`config.mk`:
```
export PLATFORM = sky130hd
export DESIGN_NAME = led_pattern_engine
export DESIGN_NICKNAME = d
export VERILOG_FILES = /design/src/rtl/led_pattern_engine.sv
export SDC_FILE = /design/constraint.sdc
export NUM_CORES = 1
export LEC_CHECK = 0
export ABC_AREA = 1
export ABC_CLOCK_PERIOD_IN_PS = 2400
export BUFFER_PORTS_ARGS = -buffer_cell sky130_fd_sc_hd__buf_2
export CORE_UTILIZATION = 47
export DETAILED_ROUTE_END_ITERATION = 10
export PLACE_DENSITY = 0.71
export SETUP_SLACK_MARGIN = 0.4
export SLEW_MARGIN = 10
export SYNTH_ARGS = -nofsm -noshare
export SYNTH_HDL_FRONTEND = slang
export SYNTH_SLANG_ARGS = --single-unit
export TNS_END_PERCENT = 10
```
`constraint.sdc`:
```
create_clock -name clk_50 -period 2.4 [get_ports clk_50]
set_clock_uncertainty 0.05 [all_clocks]
set_input_delay 0.48 -clock clk_50 [delete_from_list [all_inputs] [get_ports clk_50]]
set_output_delay 0.48 -clock clk_50 [all_outputs]
set_load 0.03 [all_outputs]
```
`src/rtl/led_pattern_engine.sv`:
```
// led_pattern_engine: LED pattern generator with an internal clock-enable prescaler.
// Four patterns (RUN, BOUNCE, FILL, SPLIT) at four step rates, all in the clk_50 domain.
//
// Optional feature macro: LED_PAUSE_EN (adds the pause input that freezes the pattern).
//
// Ports:
//   clk_50  in   1      system clock, the only clock in the block
//   rst     in   1      asynchronous active-low reset
//   sw      in   2      rate select, step rate = BASE_HZ << sw
//   mode    in   2      pattern: 0 RUN, 1 BOUNCE, 2 FILL, 3 SPLIT
//   pause   in   1      freeze pattern and prescaler (only with LED_PAUSE_EN)
//   led     out  LED_W  registered pattern
//   tick    out  1      registered, high in the cycle led first shows a stepped value
module led_pattern_engine #(
  parameter int unsigned LED_W   = 8,
  parameter int unsigned CLK_HZ  = 50_000_000,
  parameter int unsigned BASE_HZ = 1
) (
  input  logic             clk_50,
  input  logic             rst,
  input  logic [1:0]       sw,
  input  logic [1:0]       mode,
`ifdef LED_PAUSE_EN
  input  logic             pause,
`endif
  output logic [LED_W-1:0] led,
  output logic             tick
);

  localparam int unsigned Half = LED_W / 2;
  localparam int unsigned P0   = CLK_HZ / BASE_HZ;
  localparam int unsigned CntW = (P0 > 1) ? $clog2(P0) : 1;

  // Terminal counts for the four rates; sw doubles the rate per step.
  localparam logic [CntW-1:0] Last0 = CntW'(P0 - 1);
  localparam logic [CntW-1:0] Last1 = CntW'(P0 / 2 - 1);
  localparam logic [CntW-1:0] Last2 = CntW'(P0 / 4 - 1);
  localparam logic [CntW-1:0] Last3 = CntW'(P0 / 8 - 1);
  localparam logic [CntW-1:0] CntOne = CntW'(1);

  localparam logic [LED_W-1:0] LedOne   = LED_W'(1);
  localparam logic [Half-1:0]  HalfOne  = Half'(1);
  localparam logic [LED_W-1:0] SplitStart = {{Half{1'b1}}, {Half{1'b0}}};

  localparam logic [1:0] ModeRun    = 2'd0;
  localparam logic [1:0] ModeBounce = 2'd1;
  localparam logic [1:0] ModeFill   = 2'd2;
  localparam logic [1:0] ModeSplit  = 2'd3;

  typedef enum logic {DirUp, DirDown} dir_e;

  logic [LED_W-1:0] led_q, led_d;
  logic             tick_q, tick_d;
  logic [CntW-1:0]  cnt_q, cnt_d;
  logic [1:0]       mode_q, mode_d;
  logic [1:0]       sw_q, sw_d;
  dir_e             dir_q, dir_d;
  logic             init_q, init_d;

  logic [LED_W-1:0] step_led;
  dir_e             step_dir;
  logic [LED_W-1:0] start_led;
  logic [CntW-1:0]  cnt_last;
  logic             hold;

`ifdef LED_PAUSE_EN
  assign hold = pause;
`else
  assign hold = 1'b0;
`endif

  // State register.
  always_ff @(posedge clk_50 or negedge rst) begin
    if (!rst) begin
      led_q  <= '0;
      tick_q <= 1'b0;
      cnt_q  <= '0;
      mode_q <= 2'd0;
      sw_q   <= 2'd0;
      dir_q  <= DirUp;
      init_q <= 1'b1;
    end else begin
      led_q  <= led_d;
      tick_q <= tick_d;
      cnt_q  <= cnt_d;
      mode_q <= mode_d;
      sw_q   <= sw_d;
      dir_q  <= dir_d;
      init_q <= init_d;
    end
  end

  // Pattern advance for the current mode, plus the start value of the requested mode.
  always_comb begin
    step_led = led_q;
    step_dir = dir_q;
    unique case (mode_q)
      ModeRun: step_led = {led_q[LED_W-2:0], led_q[LED_W-1]};
      ModeBounce: begin
        if (dir_q == DirUp) begin
          step_led = led_q << 1;
          if (step_led[LED_W-1]) step_dir = DirDown;
        end else begin
          step_led = led_q >> 1;
          if (step_led[0]) step_dir = DirUp;
        end
      end
      ModeFill: step_led = (&led_q) ? '0 : {led_q[LED_W-2:0], 1'b1};
      ModeSplit: step_led = {led_q[LED_W-1:Half] - HalfOne, led_q[Half-1:0] + HalfOne};
    endcase

    start_led = '0;
    unique case (mode)
      ModeRun, ModeBounce: start_led = LedOne;
      ModeFill:            start_led = '0;
      ModeSplit:           start_led = SplitStart;
    endcase

    cnt_last = Last0;
    unique case (sw_q)
      2'd0: cnt_last = Last0;
      2'd1: cnt_last = Last1;
      2'd2: cnt_last = Last2;
      2'd3: cnt_last = Last3;
    endcase
  end

  // Next state: restart beats rate change beats pause beats step.
  always_comb begin
    led_d  = led_q;
    tick_d = 1'b0;
    cnt_d  = cnt_q + CntOne;
    mode_d = mode_q;
    sw_d   = sw_q;
    dir_d  = dir_q;
    init_d = init_q;

    if (init_q || (mode != mode_q)) begin
      led_d  = start_led;
      cnt_d  = '0;
      mode_d = mode;
      dir_d  = DirUp;
      init_d = 1'b0;
      sw_d   = sw;  // a simultaneous rate change also lands
    end else if (sw != sw_q) begin
      cnt_d = '0;
      sw_d  = sw;
    end else if (hold) begin
      cnt_d = cnt_q;
    end else if (cnt_q == cnt_last) begin
      cnt_d  = '0;
      led_d  = step_led;
      dir_d  = step_dir;
      tick_d = 1'b1;
    end
  end

  // Outputs come straight from registers.
  always_comb begin
    led  = led_q;
    tick = tick_q;
  end

endmodule

```
## Word level (Yosys, flattened, before mapping)

Cells that the tools add are included.

- Flip-flop bits (word level): 41
- Input port bits: 6
- Output and inout bits: 9
- Word-level logic and storage cells: 57

- Add/subtract/negate cells: 3
- Equality and inequality tests: 13
- Multiplexer cells: 23
- Reduce and logical (&&, ||, !) cells: 11

Operators with widths:

| operator | count |
|---|---|
| case mux 26 bit (4 select lines) | 1 |
| two-way mux 26 bit | 3 |
| two-way mux 8 bit | 5 |
| case mux 8 bit (4 select lines) | 1 |
| adder 26 x 1 -> 26 bit (second input constant) | 1 |
| equality test 26 bit | 1 |
| case mux 8 bit (3 select lines) | 1 |
| equality test 2 bit (second input constant) | 6 |
| two-way mux 1 bit | 10 |
| AND reduction 8 bit | 1 |
| equality test 2 x 1 -> 1 bit (second input constant) | 3 |
| logical NOT 2 bit | 3 |
| nonzero test 2 bit | 3 |
| adder 4 x 1 -> 4 bit (second input constant) | 1 |
| two-way mux 2 bit | 2 |
| != test 2 bit | 2 |
| subtractor 4 x 1 -> 4 bit (second input constant) | 1 |
| AND reduction 3 bit | 1 |
| != test 2 bit (second input constant) | 1 |
| AND reduction 2 bit | 1 |
| OR reduction 2 bit | 1 |
| logical OR 1 bit | 1 |

## Depth between registers and ports, before layout

- Word-level depth: 6
- Gate-level depth with buffers: 12
- Mapped depth without buffers: 12

## Worst setup path after synthesis

Ideal clock, no wire load.

- Path kind: reg-to-reg
- From: reg led_q[1], in the netlist led[1]
- To: reg led_q[6], in the netlist led[6]
- Arrival time: 1.639 ns
- Data required time: 2.223 ns
- Setup slack: 0.584 ns
- Cell stages (with the launch flop): 11
- Path buffers: 0
- Path through: dfrtp_1 -> ha_1 -> nand3_1 -> o21ai_0 -> nand2_1 -> nand2_1 -> nand3_1 -> nand2_1 -> nand2_1 -> nand2_1 -> o21ai_0

- Word-level cells in the longest chain between the ends: 6

Ends and longest elaborated chain:

| item | line | source |
|---|---|---|
| start, declared | 52 | `logic [LED_W-1:0] led_q, led_d;` |
| start signal, assigned | 83 | `led_q <= led_d;` |
| AND reduction 8 bit | 108 | `ModeFill: step_led = (&led_q) ? '0 : {led_q[LED_W-2:0], 1'b1};` |
| two-way mux 8 bit | 108 |  |
| case mux 8 bit (4 select lines) | 97 | `unique case (mode_q)` |
| two-way mux 8 bit | 150 | `end else if (cnt_q == cnt_last) begin` |
| two-way mux 8 bit | 145 | `end else if (sw != sw_q) begin` |
| two-way mux 8 bit | 138 | `if (init_q \|\| (mode != mode_q)) begin` |

Every way passes these cells. The select of a mux whose other input is x is not followed.
A chain may end at the register's enable or synchronous reset.

## Worst setup path after layout

- From: reg sw_q[0]
- To: reg led_q[6], in the netlist led[6]

- Word-level cells in the longest chain between the ends: 5
- Elaborated cells on any way between the ends: 10

Ends and longest elaborated chain:

| item | line | source |
|---|---|---|
| start, declared | 56 | `logic [1:0] sw_q, sw_d;` |
| start signal, assigned | 87 | `sw_q <= sw_d;` |
| equality test 2 bit (tied with other cells) | 120 | `unique case (sw_q)` |
| case mux 26 bit (4 select lines) | 120 |  |
| equality test 26 bit | 150 |  |
| nonzero test 2 bit (no line) | n/a |  |
| AND reduction 2 bit (no line) (*) | n/a |  |

Every way passes the cells marked *; elsewhere a longest branch is shown, timed or not. The select of a mux whose other input is x is not followed.

==> summary.json <==
{
  "grt": {
    "grt-busiest-layer": "met2",
    "global_route.overflow_total": 0,
    "grt_antenna_before_repair": 0,
    "grt_start_max_net_pins": 34,
    "via_count_of_the_first_global_routing_pass": 2461,
    "grt_util_met1": 0.324,
    "grt_first_pass_wirelength_um": 11600,
    "global_route.usage.met2": 0.369,
    "global_route.usage.total": 0.238,
    "met3_usage": 0.0432
  },
  "layout": {
    "layout-drive-gt1-share": 0.172,
    "finalNetCount": 440,
    "final_cell_mix": "sky130_fd_sc_hd__nand2_1, sky130_fd_sc_hd__nor2_1, sky130_fd_sc_hd__inv_1, sky130_fd_sc_hd__dfrtp_1, sky130_fd_sc_hd__nand3_1",
    "antenna-diode-count": 0,
    "final_area_um2": 3210,
    "fillers": 597,
    "post-route-util": 0.542,
    "instances_no_fill": 506,
    "syn_to_final_growth_pct": 11.4,
    "leading_cell_type_in_the_layout_fill_and_taps_excluded": "sky130_fd_sc_hd__nand2_1",
    "sequential_cell_area_um2": 1030,
    "multi_input_combinational_cell_area_um2": 1660
  },
  "detailed_routing": {
    "post_drt_wl_per_cell_um": 13.7,
    "detail_route.drc_violations": 0,
    "drt-pass1-iter-count": 4,
    "detail_route.iter0.violations": 187,
    "vias_per_cell": 5.32,
    "number_of_antenna_violating_nets_in_the_routed_design": 0,
    "via_count": 2692,
    "finalWirelength_um": 6950
  },
  "placed_design": {
    "placed_cells_incl_taps": 492,
    "buffer_ports.inserted": 14,
    "pre_cts_ws_ns": 0.460,
    "routabilityCongestion": 0.949,
    "dp_hpwl_um": 5370,
    "placed_area_um2": 2990
  },
  "synthesis": {
    "synthesis.area_per_instance_um2": 7.03,
    "ys.warnings.count": 0,
    "seq_total_area_yosys": 0.356,
    "syn_inst": 410,
    "post_synth_instance_area_um2": 2880,
    "net_count_of_the_mapped_netlist": 420,
    "synthDistinctLibCells": 37,
    "ys_ff_latch": 41
  },
  "clocking": {
    "clk-insertion-delay-late_ns": 0.30,
    "clock_sinks": 41,
    "number_of_buffers_inserted_during_clock_tree_synthesis": 5,
    "cts.path.max_buffers": 2,
    "ctsHtreeMaxLevel": 2,
    "cts_root_buffer": "sky130_fd_sc_hd__clkbuf_8",
    "clk_pin_slew_ns": 0.08,
    "clock_tree_from_tritoncts": "yes"
  },
  "timing": {
    "timing.setup.tns_ns": 0,
    "timing.fmax_ghz": 0.538,
    "period_minus_slack_ns": 1.86,
    "final_hold_viols": 0,
    "final_max_slew_viol_count": 0,
    "setup-violations-final": 0,
    "final.setup.worst_slack_ns": 0.540,
    "rsz0062_at_grt": "true",
    "fin_crit_sh": 0.775
  },
  "floorplan": {
    "die_area_um2": 6450,
    "floorplan.rows": 28,
    "die_h_um": 80.3,
    "initial_utilization": 0.487,
    "boundaryPins": 15,
    "floorplan.core_area_um2": 5920,
    "die-width_um": 80.3
  },
  "setup_path": {
    "cp_max_fo": 9,
    "critical_path_rt_ns": 2.57,
    "arrival_ns": 2.03,
    "worst_setup_path_start_kind": "register",
    "worstSetupEndpointType": "register",
    "setup_crit_path_kind": "register to register"
  },
  "power": {
    "power.static_leakage_nw": 1.48,
    "irDropWorstVdd_uv": 332,
    "power_density_nw_per_um2": 459
  },
  "status": {
    "outcome": "finished clean"
  },
  "worst_hold_path": {
    "min_path_type": "primary input to register"
  },
  "flow_run": {
    "max_cap_viol_count": 0
  }
}
[cells by family after synthesis]
| logic type | synth area share |
|---|---|
| AOI/OAI and AO/OA | 0.0808 |
| xor gates and xnor gates | 0.0395 |
| adders and majority gates | 0.0174 |
| buffers and inverters | 0.0860 |
| DFF | 0.356 |
| other | 0.00130 |
| and+or+nand+nor | 0.419 |
[final cells by class]
cell class | count | area share
inverter | 46 | 0.0538
sequential | 41 | 0.320
clock inverter | 1 | 0.00936
multi-input combinational | 313 | 0.517
tap | 75 | 0.0292
clock buffer | 7 | 0.0269
timing repair buffer | 23 | 0.0437
[worst max-delay path, cell delays in order, from the launching register on]
cell and delay (ns):
sky130_fd_sc_hd__dfrtp_1 0.45, sky130_fd_sc_hd__buf_4 0.21, sky130_fd_sc_hd__nor2_4 0.15, sky130_fd_sc_hd__nand2_1 0.06
sky130_fd_sc_hd__nand2_1 0.09, sky130_fd_sc_hd__nand2_1 0.06, sky130_fd_sc_hd__inv_1 0.05, sky130_fd_sc_hd__nand2_1 0.06
sky130_fd_sc_hd__nor2_2 0.17, sky130_fd_sc_hd__nand3_4 0.16, sky130_fd_sc_hd__nand2_4 0.14, sky130_fd_sc_hd__nand2_1 0.06
sky130_fd_sc_hd__o21ai_0 0.08
[sequential cells by signal, indices dropped and copies added (netlist names)]
signal / count
led: 8
dir_q: 1
mode_q: 2
cnt_q: 26
tick: 1
sw_q: 2
init_q: 1
[metrics by stage]
step | hold slack, ns | power (W)
finish | 0.264 | 0.00147
global route | 0.258 | 0.00155
CTS | 0.258 | 0.00148
detailed placement | 0.282 | 0.000905
global placement | 0.279 | 0.000905
floorplan | 0.134 | 0.000857
[power breakdown]
part / total (W) / internal (W) / switching, W
combinational: 0.000172 / 0.0000530 / 0.000119
sequential: 0.000724 / 0.000705 / 0.0000193
clock: 0.000575 / 0.000339 / 0.000236
total: 0.00147 / 0.00110 / 0.000374
[final timing paths]
path	slack, ns	start	cells after the start	to
max	0.54	sw_q[0]$_DFFE_PN0P_	12	led[6]$_DFFE_PN0P_
min	0.26	sw[1]	1	sw_q[1]$_DFFE_PN0P_
max reg2reg	0.54	sw_q[0]$_DFFE_PN0P_	12	led[6]$_DFFE_PN0P_
min reg2reg	0.47	cnt_q[0]$_DFF_PN0_	1	cnt_q[0]$_DFF_PN0_
max in group asynchronous	1.10	rst	3	sw_q[1]$_DFFE_PN0P_
min in group asynchronous	0.49	rst	2	cnt_q[8]$_DFF_PN0_
[cell usage after synthesis (all sizes together)]
cell | count | area (µm²)
buf | 5 | 56.3
a31oi | 2 | 12.5
nor3 | 17 | 144
or2 | 3 | 18.8
xor2 | 13 | 114
a21oi | 14 | 73.8
inv | 46 | 173
o21a | 1 | 7.51
o221ai | 1 | 8.76
nor2 | 64 | 283
conb | 1 | 3.75
o2111ai | 1 | 8.76
o211ai | 1 | 7.51
nand4 | 6 | 37.5
nor4 | 2 | 12.5
o21ai | 17 | 88.8
nand3 | 36 | 200
dfstp | 1 | 26.3
clkbuf | 5 | 18.8
ha | 4 | 50.1
o22ai | 4 | 25.0
and3 | 1 | 6.26
dfrtp | 40 | 1000
nand2 | 124 | 498
and2 | 1 | 6.26
[metal layers]
layer  up-vias  share of wire
li1       1349              -
met1      1235           0.46
met2        89           0.46
met3        19          0.055
met4         0          0.027
met5         -              0
[what timing repair did]
item / CTS / global route
setup endpoints to repair: 0 / 31
resized for setup: 0 / 11
buffers inserted: 0 / 5
hold buffers: 1 / 0
endpoints found under the hold margin: 8 / 0
(Power assumes the default switching activity.)
